File: src/rtl/spi_flash_responder.sv
// -----------------------------------------------------------------------------
// spi_flash_responder
// SPI mode-0 slave that emulates a serial flash READ (0x03) command. It
// oversamples the asynchronous SPI pins with the system clock and fetches
// the read data from a backing memory with a fixed 1-cycle latency.
// Streaming is unlimited, and the address wraps modulo 2^24.
//
// Optional feature macro: SPI_FLASH_RESPONDER_FAST_READ_EN
//   When defined, FAST_READ (0x0B) is also accepted. Eight dummy clocks
//   follow the address.
//
// Parameters:
//   SYNC_STAGES   synchronizer depth on sclk/csb/mosi (2..3)
// Ports:
//   clk           system clock (>= 8x sclk)
//   rst           synchronous active-high reset
//   sclk,csb,mosi asynchronous SPI inputs
//   miso, miso_oe serial read data and its output enable
//   mem_req       one-cycle memory read strobe
//   mem_addr      byte address for mem_req
//   mem_rdata     memory data, valid the cycle after mem_req
//   busy          transaction in progress
//   cmd_err       one-cycle pulse on an unsupported command
// -----------------------------------------------------------------------------
`timescale 1ns/1ps
module spi_flash_responder #(
    parameter int SYNC_STAGES = 2
) (
    input  logic        clk,
    input  logic        rst,
    input  logic        sclk,
    input  logic        csb,
    input  logic        mosi,
    output logic        miso,
    output logic        miso_oe,
    output logic        mem_req,
    output logic [23:0] mem_addr,
    input  logic [7:0]  mem_rdata,
    output logic        busy,
    output logic        cmd_err
);

    typedef enum logic [2:0] {
        S_IDLE   = 3'd0,
        S_CMD    = 3'd1,
        S_ADDR   = 3'd2,
        S_DATA   = 3'd3,
`ifdef SPI_FLASH_RESPONDER_FAST_READ_EN
        S_IGNORE = 3'd4,
        S_DUMMY  = 3'd5
`else
        S_IGNORE = 3'd4
`endif
    } state_t;

    logic [SYNC_STAGES-1:0] sclk_sync_q, sclk_sync_d;
    logic [SYNC_STAGES-1:0] csb_sync_q,  csb_sync_d;
    logic [SYNC_STAGES-1:0] mosi_sync_q, mosi_sync_d;
    logic        sclk_prev_q, sclk_prev_d;
    logic        csb_prev_q,  csb_prev_d;
    logic [1:0]  flush_cnt_q, flush_cnt_d;
    logic        arm_q, arm_d;
    state_t      state_q, state_d;
    logic [4:0]  bit_cnt_q, bit_cnt_d;
    logic [22:0] shift_in_q, shift_in_d;
    logic [7:0]  shift_out_q, shift_out_d;
    logic [23:0] mem_addr_q, mem_addr_d;
    logic        mem_req_q, mem_req_d;
    logic        load_q, load_d;
    logic        miso_q, miso_d;
    logic        miso_oe_q, miso_oe_d;
    logic        busy_q, busy_d;
    logic        cmd_err_q, cmd_err_d;
`ifdef SPI_FLASH_RESPONDER_FAST_READ_EN
    logic        fast_q, fast_d;
`endif

    logic        sclk_s, csb_s, mosi_s;
    logic        sclk_rise_s, sclk_fall_s, csb_rise_s, csb_fall_s;
    logic [7:0]  cmd_byte_s;
    logic [23:0] addr_word_s;

    // Edge detection on the synchronized pins and assembly of the received words
    always_comb begin
        sclk_s      = sclk_sync_q[SYNC_STAGES-1];
        csb_s       = csb_sync_q[SYNC_STAGES-1];
        mosi_s      = mosi_sync_q[SYNC_STAGES-1];
        sclk_rise_s = sclk_s & ~sclk_prev_q;
        sclk_fall_s = ~sclk_s & sclk_prev_q;
        csb_rise_s  = csb_s & ~csb_prev_q;
        csb_fall_s  = ~csb_s & csb_prev_q;
        cmd_byte_s  = {shift_in_q[6:0], mosi_s};
        addr_word_s = {shift_in_q, mosi_s};
    end

    // Synchronizer chains plus the post-reset arming logic. Reset presets
    // csb high, so a csb already held low would look like a fall. A fall is
    // accepted only after the chain holds real samples and has shown csb high.
    always_comb begin
        sclk_sync_d = {sclk_sync_q[SYNC_STAGES-2:0], sclk};
        csb_sync_d  = {csb_sync_q[SYNC_STAGES-2:0], csb};
        mosi_sync_d = {mosi_sync_q[SYNC_STAGES-2:0], mosi};
        sclk_prev_d = sclk_s;
        csb_prev_d  = csb_s;
        if (flush_cnt_q == 2'd3) begin
            flush_cnt_d = 2'd3;
            arm_d       = arm_q | csb_s;
        end else begin
            flush_cnt_d = flush_cnt_q + 2'd1;
            arm_d       = arm_q;
        end
    end

    // Next-state and datapath logic. A csb rise overrides any sclk event.
    always_comb begin
        state_d     = state_q;
        bit_cnt_d   = bit_cnt_q;
        shift_in_d  = shift_in_q;
        mem_addr_d  = mem_addr_q;
        mem_req_d   = 1'b0;
        load_d      = mem_req_q;
        miso_d      = miso_q;
        miso_oe_d   = miso_oe_q;
        cmd_err_d   = 1'b0;
`ifdef SPI_FLASH_RESPONDER_FAST_READ_EN
        fast_d      = fast_q;
`endif
        // Memory data arrives the cycle after the strobe.
        if (load_q) begin
            shift_out_d = mem_rdata;
        end else begin
            shift_out_d = shift_out_q;
        end

        if (csb_rise_s && (state_q != S_IDLE)) begin
            state_d    = S_IDLE;
            bit_cnt_d  = 5'd0;
            shift_in_d = 23'd0;
            miso_d     = 1'b0;
            miso_oe_d  = 1'b0;
        end else begin
            case (state_q)
                S_IDLE: begin
                    if (csb_fall_s && arm_q) begin
                        state_d    = S_CMD;
                        bit_cnt_d  = 5'd0;
                        shift_in_d = 23'd0;
                    end else begin
                        state_d = S_IDLE;
                    end
                end
                S_CMD: begin
                    if (sclk_rise_s) begin
                        shift_in_d = {shift_in_q[21:0], mosi_s};
                        if (bit_cnt_q == 5'd7) begin
                            bit_cnt_d = 5'd0;
                            if (cmd_byte_s == 8'h03) begin
                                state_d = S_ADDR;
`ifdef SPI_FLASH_RESPONDER_FAST_READ_EN
                                fast_d  = 1'b0;
                            end else if (cmd_byte_s == 8'h0B) begin
                                state_d = S_ADDR;
                                fast_d  = 1'b1;
`endif
                            end else begin
                                state_d   = S_IGNORE;
                                cmd_err_d = 1'b1;
                            end
                        end else begin
                            bit_cnt_d = bit_cnt_q + 5'd1;
                        end
                    end else begin
                        state_d = S_CMD;
                    end
                end
                S_ADDR: begin
                    if (sclk_rise_s) begin
                        shift_in_d = {shift_in_q[21:0], mosi_s};
                        if (bit_cnt_q == 5'd23) begin
                            bit_cnt_d  = 5'd0;
                            mem_addr_d = addr_word_s;
`ifdef SPI_FLASH_RESPONDER_FAST_READ_EN
                            if (fast_q) begin
                                state_d = S_DUMMY;
                            end else begin
                                mem_req_d = 1'b1;
                                state_d   = S_DATA;
                            end
`else
                            mem_req_d = 1'b1;
                            state_d   = S_DATA;
`endif
                        end else begin
                            bit_cnt_d = bit_cnt_q + 5'd1;
                        end
                    end else begin
                        state_d = S_ADDR;
                    end
                end
`ifdef SPI_FLASH_RESPONDER_FAST_READ_EN
                S_DUMMY: begin
                    if (sclk_rise_s) begin
                        if (bit_cnt_q == 5'd7) begin
                            bit_cnt_d = 5'd0;
                            mem_req_d = 1'b1;
                            state_d   = S_DATA;
                        end else begin
                            bit_cnt_d = bit_cnt_q + 5'd1;
                        end
                    end else begin
                        state_d = S_DUMMY;
                    end
                end
`endif
                S_DATA: begin
                    // Rises count the bits the master has taken. After the last
                    // bit of a byte, prefetch the next byte in time for the next fall.
                    if (sclk_rise_s) begin
                        if (bit_cnt_q == 5'd7) begin
                            bit_cnt_d  = 5'd0;
                            mem_addr_d = mem_addr_q + 24'd1;
                            mem_req_d  = 1'b1;
                        end else begin
                            bit_cnt_d = bit_cnt_q + 5'd1;
                        end
                    end else if (sclk_fall_s) begin
                        miso_d      = shift_out_q[7];
                        shift_out_d = {shift_out_q[6:0], 1'b0};
                        miso_oe_d   = 1'b1;
                    end else begin
                        state_d = S_DATA;
                    end
                end
                S_IGNORE: begin
                    state_d = S_IGNORE;
                end
                default: begin
                    state_d = S_IDLE;
                end
            endcase
        end
        busy_d = (state_d != S_IDLE);
    end

    // State and output registers
    always_ff @(posedge clk) begin
        if (rst) begin
            sclk_sync_q <= {SYNC_STAGES{1'b0}};
            csb_sync_q  <= {SYNC_STAGES{1'b1}};
            mosi_sync_q <= {SYNC_STAGES{1'b0}};
            sclk_prev_q <= 1'b0;
            csb_prev_q  <= 1'b1;
            flush_cnt_q <= 2'd0;
            arm_q       <= 1'b0;
            state_q     <= S_IDLE;
            bit_cnt_q   <= 5'd0;
            shift_in_q  <= 23'd0;
            shift_out_q <= 8'd0;
            mem_addr_q  <= 24'd0;
            mem_req_q   <= 1'b0;
            load_q      <= 1'b0;
            miso_q      <= 1'b0;
            miso_oe_q   <= 1'b0;
            busy_q      <= 1'b0;
            cmd_err_q   <= 1'b0;
`ifdef SPI_FLASH_RESPONDER_FAST_READ_EN
            fast_q      <= 1'b0;
`endif
        end else begin
            sclk_sync_q <= sclk_sync_d;
            csb_sync_q  <= csb_sync_d;
            mosi_sync_q <= mosi_sync_d;
            sclk_prev_q <= sclk_prev_d;
            csb_prev_q  <= csb_prev_d;
            flush_cnt_q <= flush_cnt_d;
            arm_q       <= arm_d;
            state_q     <= state_d;
            bit_cnt_q   <= bit_cnt_d;
            shift_in_q  <= shift_in_d;
            shift_out_q <= shift_out_d;
            mem_addr_q  <= mem_addr_d;
            mem_req_q   <= mem_req_d;
            load_q      <= load_d;
            miso_q      <= miso_d;
            miso_oe_q   <= miso_oe_d;
            busy_q      <= busy_d;
            cmd_err_q   <= cmd_err_d;
`ifdef SPI_FLASH_RESPONDER_FAST_READ_EN
            fast_q      <= fast_d;
`endif
        end
    end

    assign miso     = miso_q;
    assign miso_oe  = miso_oe_q;
    assign mem_req  = mem_req_q;
    assign mem_addr = mem_addr_q;
    assign busy     = busy_q;
    assign cmd_err  = cmd_err_q;

endmodule

File: config.mk
export PLATFORM = sky130hd
export DESIGN_NAME = spi_flash_responder
export DESIGN_NICKNAME = d
export VERILOG_FILES = /design/src/rtl/spi_flash_responder.sv
export SDC_FILE = /design/constraint.sdc
export NUM_CORES = 1
export LEC_CHECK = 0
export BUFFER_PORTS_ARGS = -buffer_cell sky130_fd_sc_hd__buf_4
export CAP_MARGIN = 20
export CORE_MARGIN = 2
export CORE_UTILIZATION = 54
export CTS_CLUSTER_SIZE = 25
export DETAILED_ROUTE_END_ITERATION = 8
export PLACE_DENSITY = 0.77
export SETUP_SLACK_MARGIN = 0.02
export SLEW_MARGIN = 20
export SYNTH_ARGS = -nofsm -noshare
export SYNTH_HDL_FRONTEND = slang
export SYNTH_SLANG_ARGS = --single-unit
File: constraint.sdc
create_clock -name clk -period 2.6 [get_ports clk]
set_input_delay 0.52 -clock clk [delete_from_list [all_inputs] [get_ports clk]]
set_output_delay 0.52 -clock clk [all_outputs]
set_load 0.1 [all_outputs]
==> flow_summary.yaml <==
sta:
  fin_skew_ns: 0.0149
  finalCriticalPeriod_ns: 2.28
  hold_violations: 0
  setup_violations: 0
  slew_headroom_pct: 56.8
  fin_tns_setup_ns: 0
  fmax_mhz: 439
  rsz0062_at_grt: "false"
  finalCritPeriodShare_pct: 87.6
  tightestPinTransition_ns: 0.649
  slew_viol_final: 0
place:
  port_buffers: 41
  place_area_mm2: 0.00415
  place_hpwl_um: 6100
  gp_congestion: 0.831
logic_synthesis:
  yosys.area_share.simple_pct: 28.5
  yosys.cell_types.count: 59
  synthMuxAreaShare_pct: 2.64
  ys_async_sr_fraction_pct: 0
  yosys-top-cells-area: "dfxtp_1, a21oi_1, nor2_1, nand2_1, nand3_1"
  yosysTopAreaCellShare_pct: 42.3
  synth-xor-area-share_pct: 0.462
  ys_seq_elements: 80
  yosysSeqAreaShare_pct: 42.3
  synthesis.area_mm2: 0.00379
  synth_flop_cell: "dfxtp_1"
  netlist_instances: 468
  syn_area_per_cell_um2: 8.10
  synth-edff-count: 0
  synth_compound_area_share_pct: 20.9
  synth_fa_ha_area_share_pct: 0.660
  synth_top_area_cell: "dfxtp_1"
  synth_top_family_by_area: "simple AND/OR/NAND/NOR gates"
  yosys_warnings: 0
  synth_fp_nets: 483
setup_path:
  arrival_ns: 2.50
  r2r_start: "bit_cnt_q[0]"
  required_ns: 2.83
  r2r-end: "mem_addr[21]"
  worst_setup_path_end_kind: "register"
  crit_type: "register to register"
  start_kind: "register"
  r2r_setup_slack_ns: 0.32
  worstRegToRegCells: 7
  crit_fanout: 12
min_path:
  hp-class: "input port to register"
  worstHoldStart: "csb"
  hold_depth: 2
  whs_endpoint: "csb_sync_q[0]"
routing:
  routed_wirelength_um: 8930
  first_pass_iters: 5
  drtIter0Drc: 300
  viasPerCell: 5.88
  wl_per_cell_um: 15.0
  route.vias.total: 3508
  drc: 0
  ant_nets: 0
finish:
  nFillCells: 598
  final_cell_mix: "dfxtp_1, a21oi_1, buf_4, nor2_1, nand2_1"
  areaGrowthSynthToFinish_pct: 15.2
  fin_area_mm2: 0.00437
  drive_gt1_share_pct: 17.0
  diodes: 0
  final_common_cell: "dfxtp_1"
  finalNetCount: 511
cts:
  clock-sinks: 80
  post_cts_resized: 0
  cts_root_buffer: "clkbuf_8"
  clkTransAtPathRegs_ns: 0.09
  htree_levels: 3
  clockBufferDepth: 2
  cts_setup_buffers: 0
  cts_tree: "built"
  cts_made_buffers: 9
  cts_hold_buf: 0
  clock_latency_ns: 0.35
floorplanning:
  die-area_mm2: 0.00770
  initial_core_util_pct: 55.8
  die_w_um: 87.8
  placementRows: 30
  coreArea_mm2: 0.00679
  die_y_um: 87.8
  num_io_pins: 42
run:
  maxCapViolCount: 0
global_routing:
  first_global_vias: 3086
  antenna_found_initial: 0
  grtUsageTotal_pct: 24.0
  grt_max_degree: 53
  overflow: 0
  grt_pass1_wl_um: 14600
outcome:
  outcome: "completed"
power_and_ir_drop:
  peakVddDrop_uv: 325
  powerDensity_mw_per_mm2: 531
  p_leak_nw: 1.51
final cells by class:
| class | instances | area [um^2] | share of cell area (%) |
|---|---|---|---|
| multi-input combinational | 348 | 2020 | 46.2 |
| sequential | 80 | 1600 | 36.7 |
| timing repair buffer | 51 | 383 | 8.77 |
| clock buffer | 10 | 128 | 2.92 |
| tap | 96 | 120 | 2.75 |
| clock inverter | 6 | 92.6 | 2.12 |
| inverter | 6 | 22.5 | 0.516 |
cells by family (layout without fill, tap and decap cells):
group	count (synthesis)	in the layout
flip-flops	80	80
AND/OR/NAND/NOR	205	205
AO/OA/AOI/OAI	129	129
multiplexers	10	10
XOR/XNOR	2	2
buffers and inverters	40	73
adder cells (fa/ha/maj)	2	2
critical path: stages (launching register included):
cell and delay (ns):
dfxtp_1 0.37, ha_1 0.26, nand3b_2 0.16, nor3b_4 0.41, and2_1 0.43, buf_4 0.24, mux2i_1 0.19, a31oi_1 0.10
synthesized netlist by cell type (all sizes together) (2+ instances only):
cell type  count
nand2         50
xnor2          2
mux2i         10
and2           9
nor3b          5
buf            9
o32ai          2
dfxtp         80
a21o           5
nand3         37
a31oi         14
a311oi         2
clkbuf        25
o41ai          2
or2            6
or4            5
nor4           4
nand3b         3
a21boi         3
a2bb2oi        3
a32oi          2
a211oi         9
or3b           2
nor3           6
a32o           4
nand4         10
ha             2
a21oi         53
nor2          51
o21ai         24
inv            6
nor2b          8
nor4b          2
registers in the layout, summed over array words and instances (netlist names):
register	count
arm_q	1
bit_cnt_q	5
busy	1
cmd_err	1
csb_prev_q	1
csb_sync_q	2
flush_cnt_q	2
load_q	1
mem_addr	24
mem_req	1
miso	1
miso_oe	1
mosi_sync_q	2
sclk_prev_q	1
sclk_sync_q	2
shift_in_q	23
shift_out_q	8
state_q	3
where the power goes:
part | leakage [nW] | internal [mW] | switching, mW
sequential | 0.647 | 1.23 | 0.00626
clock | 0.103 | 0.546 | 0.470
combinational | 0.764 | 0.0255 | 0.0365
worst max path at each step:
stage                 start            to  slack (ns)  cells past startpoint
6_report       bit_cnt_q[0]  mem_addr[21]        0.32                      7
3_5_place_dp   bit_cnt_q[0]  mem_addr[21]        0.32                      7
4_1_cts        bit_cnt_q[0]  mem_addr[21]        0.32                      7
2_1_floorplan   mem_addr[7]  mem_addr[22]        0.06                      6
3_3_place_gp   bit_cnt_q[0]  mem_addr[21]        0.40                      7
5_1_grt        bit_cnt_q[0]  mem_addr[21]        0.11                      7
routing by layer:
| layer | routed length [um] | track usage [%] | share of wire [%] | vias to the layer above |
|---|---|---|---|---|
| met5 | 0 | 0 | 0 | - |
| met4 | 103 | 7.27 | 1.2 | 0 |
| met3 | 525 | 4.62 | 5.9 | 8 |
| met2 | 3900 | 34.4 | 44 | 110 |
| met1 | 4400 | 36.2 | 49 | 1647 |
| li1 | - | - | - | 1743 |
through the flow:
step	utilization (%)	std cells	hold slack, ns	setup slack (ns)	power [mW]
floorplan	-	468	0.389	0.0553	1.30
global placement	61.0	581	0.391	0.402	1.33
detailed placement	61.0	581	0.396	0.322	1.33
CTS	64.3	597	0.342	0.323	2.33
global route	64.3	597	0.350	0.114	2.39
finish	64.3	597	0.347	0.323	2.32
(Power assumes the default switching activity.)
